==> src/rtl/gb_oam_dma_arbiter.sv <==
// gb_oam_dma_arbiter
// Owns the system memory bus between gb_cpu and the memory map and runs the
// OAM DMA engine behind register FF46. A write to FF46 copies DMA_LEN bytes
// from {FF46, 8'h00} to OAM_BASE. While the copy runs, the CPU can only reach
// HRAM (FF80-FFFE) and FF46.
//
// Optional feature macro: GB_DMA_RESTART_EN
//   defined   : an FF46 write during a transfer reloads the source and
//               restarts the copy from byte 0.
//   undefined : an FF46 write during a transfer is ignored completely.
module gb_oam_dma_arbiter #(
  parameter logic [15:0] OAM_BASE = 16'hFE00,
  parameter int unsigned DMA_LEN  = 160
) (
  input  logic        clk,
  input  logic        reset,
  input  logic [15:0] cpu_addr_i,
  input  logic [7:0]  cpu_wdata_i,
  input  logic        cpu_we_i,
  output logic [7:0]  cpu_rdata_o,
  output logic [15:0] mem_addr_o,
  output logic [7:0]  mem_wdata_o,
  output logic        mem_we_o,
  input  logic [7:0]  mem_rdata_i,
  output logic        dma_active_o
);

  localparam logic [15:0] FF46_ADDR = 16'hFF46;
  localparam logic [15:0] HRAM_LO   = 16'hFF80;
  localparam logic [15:0] HRAM_HI   = 16'hFFFE;
  localparam logic [7:0]  LAST_IDX  = 8'(DMA_LEN - 32'd1);
  localparam logic [7:0]  LOCKED_RD = 8'hFF;

`ifdef GB_DMA_RESTART_EN
  localparam logic RESTART_EN = 1'b1;
`else
  localparam logic RESTART_EN = 1'b0;
`endif

  typedef enum logic [1:0] {
    ST_IDLE  = 2'd0,
    ST_START = 2'd1,
    ST_READ  = 2'd2,
    ST_WRITE = 2'd3
  } state_t;

  // HRAM stays reachable by the CPU while a transfer is running.
  function automatic logic is_hram(input logic [15:0] addr);
    return (addr >= HRAM_LO) && (addr <= HRAM_HI);
  endfunction

  state_t      state_r;
  logic [7:0]  src_hi_r;
  logic [7:0]  idx_r;
  logic [7:0]  buf_r;
  logic        dma_active_r;

  logic        ff46_sel_s;
  logic        ff46_wr_s;
  logic        hram_sel_s;
  logic        busy_s;
  logic        restart_s;
  logic [15:0] oam_addr_s;
  logic [15:0] src_addr_s;

  assign ff46_sel_s   = (cpu_addr_i == FF46_ADDR);
  assign ff46_wr_s    = ff46_sel_s & cpu_we_i;
  assign hram_sel_s   = is_hram(cpu_addr_i);
  assign busy_s       = (state_r != ST_IDLE);
  assign restart_s    = RESTART_EN & busy_s & ff46_wr_s;
  assign oam_addr_s   = OAM_BASE + {8'h00, idx_r};
  assign src_addr_s   = {src_hi_r, idx_r};
  assign dma_active_o = dma_active_r;

  // Bus steering: CPU passthrough when idle or in HRAM, DMA owns it otherwise.
  always_comb begin
    mem_addr_o  = cpu_addr_i;
    mem_wdata_o = cpu_wdata_i;
    mem_we_o    = 1'b0;
    cpu_rdata_o = mem_rdata_i;
    if (reset) begin
      mem_we_o = 1'b0;
    end else if (!busy_s || hram_sel_s) begin
      // FF46 is decoded here and never reaches the memory map.
      mem_we_o    = cpu_we_i & ~ff46_sel_s;
      cpu_rdata_o = ff46_sel_s ? src_hi_r : mem_rdata_i;
    end else begin
      // Locked-out CPU: reads float high, writes vanish, FF46 still works.
      cpu_rdata_o = ff46_sel_s ? src_hi_r : LOCKED_RD;
      case (state_r)
        ST_START: begin
          mem_addr_o  = {src_hi_r, 8'h00};
          mem_wdata_o = buf_r;
          mem_we_o    = 1'b0;
        end
        ST_READ: begin
          mem_addr_o  = src_addr_s;
          mem_wdata_o = buf_r;
          mem_we_o    = 1'b0;
        end
        ST_WRITE: begin
          mem_addr_o  = oam_addr_s;
          mem_wdata_o = buf_r;
          mem_we_o    = 1'b1;
        end
        default: begin
          mem_we_o = 1'b0;
        end
      endcase
    end
  end

  // DMA sequencer: FF46 register, byte index, data buffer and busy flag.
  always_ff @(posedge clk) begin
    if (reset) begin
      state_r      <= ST_IDLE;
      src_hi_r     <= 8'hFF;
      idx_r        <= 8'h00;
      buf_r        <= 8'h00;
      dma_active_r <= 1'b0;
    end else if (restart_s) begin
      // New source mid-transfer: start over, busy flag never drops.
      src_hi_r     <= cpu_wdata_i;
      idx_r        <= 8'h00;
      state_r      <= ST_START;
      dma_active_r <= 1'b1;
    end else if (busy_s && hram_sel_s) begin
      // CPU took the bus for an HRAM access; freeze the transfer one cycle.
      state_r      <= state_r;
      idx_r        <= idx_r;
      buf_r        <= buf_r;
      dma_active_r <= 1'b1;
    end else begin
      case (state_r)
        ST_IDLE: begin
          if (ff46_wr_s) begin
            src_hi_r     <= cpu_wdata_i;
            state_r      <= ST_START;
            dma_active_r <= 1'b1;
          end else begin
            state_r      <= ST_IDLE;
            dma_active_r <= 1'b0;
          end
        end
        ST_START: begin
          idx_r   <= 8'h00;
          state_r <= ST_READ;
        end
        ST_READ: begin
          buf_r   <= mem_rdata_i;
          state_r <= ST_WRITE;
        end
        ST_WRITE: begin
          if (idx_r == LAST_IDX) begin
            state_r      <= ST_IDLE;
            dma_active_r <= 1'b0;
          end else begin
            idx_r   <= idx_r + 8'd1;
            state_r <= ST_READ;
          end
        end
        default: begin
          state_r      <= ST_IDLE;
          dma_active_r <= 1'b0;
        end
      endcase
    end
  end

endmodule

==> config.mk <==
export PLATFORM = sky130hd
export DESIGN_NAME = gb_oam_dma_arbiter
export DESIGN_NICKNAME = d
export VERILOG_FILES = /design/src/rtl/gb_oam_dma_arbiter.sv
export SDC_FILE = /design/constraint.sdc
export NUM_CORES = 1
export LEC_CHECK = 0
export CORE_ASPECT_RATIO = 0.8
export CORE_MARGIN = 5
export CORE_UTILIZATION = 45
export CTS_CLUSTER_DIAMETER = 30
export CTS_CLUSTER_SIZE = 10
export DETAILED_ROUTE_END_ITERATION = 10
export PLACE_DENSITY = 0.8
export SLEW_MARGIN = 20
export SYNTH_ARGS = -nofsm -noshare
export SYNTH_HDL_FRONTEND = slang
export SYNTH_SLANG_ARGS = --single-unit
==> constraint.sdc <==
create_clock -name clk -period 2.2 [get_ports clk]
set_clock_uncertainty 0.1 [all_clocks]
set_input_delay 0.44 -clock clk [delete_from_list [all_inputs] [get_ports clk]]
set_output_delay 0.44 -clock clk [all_outputs]
set_load 0.03 [all_outputs]
# Word level (Yosys, flattened, before mapping)

Cells that the tools add are included.
Widths: inputs -> output; s select.

Input bits: 35
Logic and storage cells: 55
Register bits after elaboration: 27
Output and inout bits: 34

Muxes and demuxes: 22
Eq/ne operators: 7
Order comparisons: 2
Bitwise operators: 4
Reductions and logical operators: 13
Add/sub/neg operators: 2

Operators with widths:

| operator              | count |
|---|---|
| $mux 8                | 8 |
| $pmux 16 s3           | 1 |
| $mux 16               | 2 |
| $eq 16x16->1 const B  | 1 |
| $ge 16x16->1 const B  | 1 |
| $le 16x16->1 const B  | 1 |
| $pmux 8 s2            | 1 |
| $add 10x9->11 const A | 1 |
| $add 8x1->8 const B   | 1 |
| $eq 8x8->1 const B    | 1 |
| $pmux 2 s4            | 1 |
| $mux 1                | 7 |
| $reduce_and 3->1      | 2 |
| $eq 2x2->1 const B    | 2 |
| $reduce_and 2->1      | 2 |
| $reduce_bool 2->1     | 2 |
| $ne 3x3->1 const B    | 1 |
| $reduce_bool 3->1     | 1 |
| $reduce_or 3->1       | 1 |
| $and 1x1->1           | 2 |
| $eq 2x1->1 const B    | 1 |
| $logic_and 1x1->1     | 2 |
| $logic_not 2->1       | 1 |
| $mux 2                | 1 |
| other kinds (5)       | 6 |

# Logic depth before layout (Yosys ltp)

Gate-level depths: netlist of run 1.

Depth after elaboration: 5
Gate-level depth with buffers: 6
Mapped depth without buffers: 5

# Worst setup path before layout of run 1

Ideal clock, no wire load.

Path kind: input -> output
Start point: in cpu_addr_i[5]
End point: out mem_addr_o[3]
Path slack: -0.266 ns
Data arrival time: 1.926 ns
Path buffers: 1
Cell stages on the path: 5
Required time: 1.660 ns
Cell sequence: nand4_1 > o2111a_2 > nor3_4 > buf_2 > mux2i_1

Longest elaborated chain between the ends: 5
Elaborated cells on any way between the ends: 6
Classes of those cells: order compare: 2; mux: 2; reduce/logical: 2

RTL lines:

| item                                         | RTL line | text |
|---|---|---|
| start, declared                              | 17       | `input logic [15:0] cpu_addr_i,` |
| $ge 16x16->1 or $le 16x16->1 (tied branches) | 49       | `return (addr >= HRAM_LO) && (addr <= HRAM_HI);` |
| $logic_and 1x1->1 (*)                        | 49       |  |
| $logic_or 1x1->1 (*)                         | 83       | `end else if (!busy_s \|\| hram_sel_s) begin` |
| $mux 16 (*)                                  | 83       |  |
| $mux 16 (*)                                  | 81       | `if (reset) begin` |
| end, declared                                | 21       | `output logic [15:0] mem_addr_o,` |

Mark *: on every way between the ends. The rest lies on a longest branch, timed or not.

# Worst setup path after layout of run 1

Start point: in cpu_addr_i[5]
End point: out mem_addr_o[14]

The elaborated chain is that of the path after synthesis.

==> results of run 1 <==
[where the power goes]
part	total, mW	internal (mW)	switching (mW)
clock	0.301	0.130	0.171
sequential	0.488	0.488	0.00000455
combinational	0.357	0.177	0.180
[cell families after synthesis]
| family | Yosys count |
|---|---|
| adders and majority gates | 1 |
| AOI/OAI and AO/OA | 86 |
| DFF | 27 |
| and+or+nand+nor | 88 |
| muxes | 13 |
| buffers and inverters | 35 |
[per-stage QoR]
step	TNS, ns	std cells	area (um2)	utilization, %	total power [mW]
after floorplan	-1.63	250	2020	-	0.633
after global placement	-26.07	406	3020	71.7	0.799
after detailed placement	-27.33	406	3020	71.7	0.801
final	-4.93	427	3510	83.5	1.15
after global routing	-6.89	427	3510	83.5	1.18
after CTS	-3.61	421	3360	79.9	1.11
[worst max-delay path by stage]
| stage | to | slack (ns) | startpoint | cells after the start |
|---|---|---|---|---|
| 4_1_cts | cpu_rdata_o[3] | -0.15 | cpu_addr_i[4] | 9 |
| 6_report | mem_addr_o[14] | -0.25 | cpu_addr_i[5] | 9 |
| 3_3_place_gp | mem_wdata_o[4] | -1.02 | cpu_addr_i[5] | 6 |
| 3_5_place_dp | mem_wdata_o[2] | -1.06 | cpu_addr_i[5] | 6 |
| 2_1_floorplan | mem_addr_o[2] | -0.21 | cpu_addr_i[14] | 5 |
| 5_1_grt | mem_addr_o[8] | -0.28 | cpu_addr_i[4] | 9 |
[placed cells by master (no fill, tap or decap), types with 6 or more instances in the layout]
cell             synthesis  final
a211o_1                  9      9
a21oi_1                 23     18
a31oi_1                  7      7
and4_1                  12      9
buf_4                    1     65
buf_6                    0     39
buf_8                    0      6
clkdlybuf4s50_1          0     18
dfxtp_1                 27     27
inv_1                   14     13
nand2_1                 11     10
nand3_1                 15     13
nand4_1                 11     11
nor2_1                  11      7
nor4_2                   0      6
o21ai_0                 17     16
[layer usage]
metal | up-vias | global-route usage, % | wire (um)
li1 | 1218 | - | -
met1 | 1318 | 36.5 | 3680
met2 | 211 | 44.1 | 4260
met3 | 32 | 6.67 | 801
met4 | 0 | 7.32 | 252
met5 | - | 0 | 0
[what timing repair did]
action,in CTS,in global routing
buffers inserted,11,6
pin swaps,20,11
endpoints found under the setup margin,42,33
gates resized for setup,160,25
cloned,0,0
[synthesized netlist by cell type, types with 3 or more instances]
cell	count	share of area [%]
a21oi_1	23	5.9
a211o_1	9	4.0
buf_2	7	1.8
mux2_2	8	4.6
clkbuf_1	10	1.9
dfxtp_1	27	28
o22a_1	3	1.3
a31oi_1	7	2.2
nor4_1	7	2.2
a21o_1	3	1.1
nor3_1	4	1.0
nand4_1	11	3.5
o21ai_0	17	4.3
and3_1	3	0.96
o211ai_1	4	1.5
nand2_1	11	2.1
and2_1	4	1.3
o221a_2	4	2.3
and4_1	12	5.4
mux2i_1	5	2.5
nor2_1	11	2.1
inv_1	14	2.7
nand3_1	15	3.8
a41oi_1	4	1.8
[worst max-delay path, cell delays in order]
cell and delay, ns:
buf_6 0.07, nand4_1 0.15, buf_4 0.18, o2111ai_4 0.20, buf_6 0.16, buf_6 0.10
o211ai_1 0.19, o22a_1 0.26, buf_6 0.15
[area by class of cell]
type / instances / area [um2]
flip-flops and latches: 27 / 541
fillers: 229 / 692
clock buffers: 4 / 45.0
well taps: 57 / 71.3
repair buffers: 135 / 1270
inverters: 16 / 61.3
multi-input cells: 188 / 1530
[sequential cells by signal (all words and copies together) (netlist names)]
name and cells:
src_hi_r 8, idx_r 8, dma_active_o 1, buf_r 8, state_r 2
==> flow_summary.ini, run 1 <==
[setup_path]
rrSetupSlack_ns = 0.36
cp_max_fo = 4
cp-start-kind = input pin
r2r_start = idx_r[0]
endpoint_kind = output pin
rr_worst_depth = 5
rr_endpoint = idx_r[6]
crit_arrival_ns = 1.91
cp_data_required_time_ns = 1.66
path_class = input pin to output pin

[final_layout]
fin_nets = 407
syn2layout_area_growth_pct = 78.9
drive_above_1_share_pct = 46.5
antenna_cells = 0

[synthesis]
synth.area.mux_share_pct = 7.14
synth_xor_area_share_pct = 0
ys_ff_latch = 27
ys_warn_count = 0
synth_edf_count = 0
synth_fa_ha_area_share_pct = 0.637
synthCells = 250
synth_top_family_by_area = compound AO/OA/AOI/OAI gates
syn_area_um2 = 1960
synth.avg_cell_area_um2 = 7.85
ys_async_sr_fraction_pct = 0
synth_compound_gate_area_share_pct = 30.3
yosys.area_share.simple_pct = 27.0
synthesis.nets = 286
synthFlopType = dfxtp_1
yosys.cell_types.count = 49
seq_area_frac_synth_pct = 27.5

[grt]
grt-ovfl-total = 0
grt_pass1_wl_um = 13000
grt_antenna_before_repair = 0
grt_pass1_vias = 2537
grt_max_degree = 30
grtUsageTotal_pct = 27.4

[timing]
rsz0062_at_grt = true
finalSetupViolCount = 33
fmax_mhz = 408
worstMarginPinSlew_ns = 0.473
finalHoldViolCount = 0
drv_slew = 0
min_period_over_period_pct = 112
holdWs_ns = 0.387
relSlewSlack_pct = 68.4
finalWorstSetupSlack_ns = -0.254
finalCriticalPeriod_ns = 2.45

[floorplan]
start_util_pct = 46.7
die_area_um2 = 5790
die_w_um = 83.8
core_area_um2 = 4200
die_h_um = 69.1
io_pins = 69
row_count = 21

[detailed_routing]
wl_per_cell_um = 21.0
drtIter0Drc = 306
drtAntennaViolNets = 0
viasPerCell = 6.51
drt_first_pass_iters = 5
wl_um = 8990
vias = 2779
route.detailed.drc = 0

[clocking]
clock_sinks = 27
cts_tree = done
htree_levels = 1
numCtsBuffers = 3
cts_buffer_depth = 2
clk_latency_ns = 0.28
cts_hold_buf = 0
cts_root_buffer = clkbuf_8
clkTransAtPathRegs_ns = 0.09

[power_and_ir_drop]
p_per_area_nw_per_um2 = 326
p_leak_nw = 1.40
ir_worst_vdd_mv = 0.295

[worst_hold_path]
hold_class = flip-flop to flip-flop
min_to = buf_r[3]
hold_depth = 2
hold_start = buf_r[3]

[placed_design]
gp_congestion = 0.893
hpwl_um = 5450
io_buffers = 68
preCtsSetupSlack_ns = -1.06

[run_status]
status = finished with violations
violations = negative setup slack

[flow_run]
cap_violations = 0
(Power assumes the default switching activity.)
==> inputs of run 2 (changes only) <==
--- a/config.mk
+++ b/config.mk
@@ -9,7 +9,6 @@
 export CORE_MARGIN = 5
 export CORE_UTILIZATION = 45
 export CTS_CLUSTER_DIAMETER = 30
-export CTS_CLUSTER_SIZE = 10
 export DETAILED_ROUTE_END_ITERATION = 10
 export PLACE_DENSITY = 0.8
 export SLEW_MARGIN = 20
==> results of run 2 <==
Same layout as run 1: the final DEF is identical, and so are final timing and power.
==> inputs of run 3 (changes only) <==
--- a/config.mk
+++ b/config.mk
@@ -9,6 +9,7 @@
 export CORE_MARGIN = 5
 export CORE_UTILIZATION = 45
 export CTS_CLUSTER_DIAMETER = 30
+export CTS_CLUSTER_SIZE = 10
 export DETAILED_ROUTE_END_ITERATION = 10
 export PLACE_DENSITY = 0.8
 export SLEW_MARGIN = 20
==> results of run 3 <==
Same layout as run 1: the final DEF is identical, and so are final timing and power.
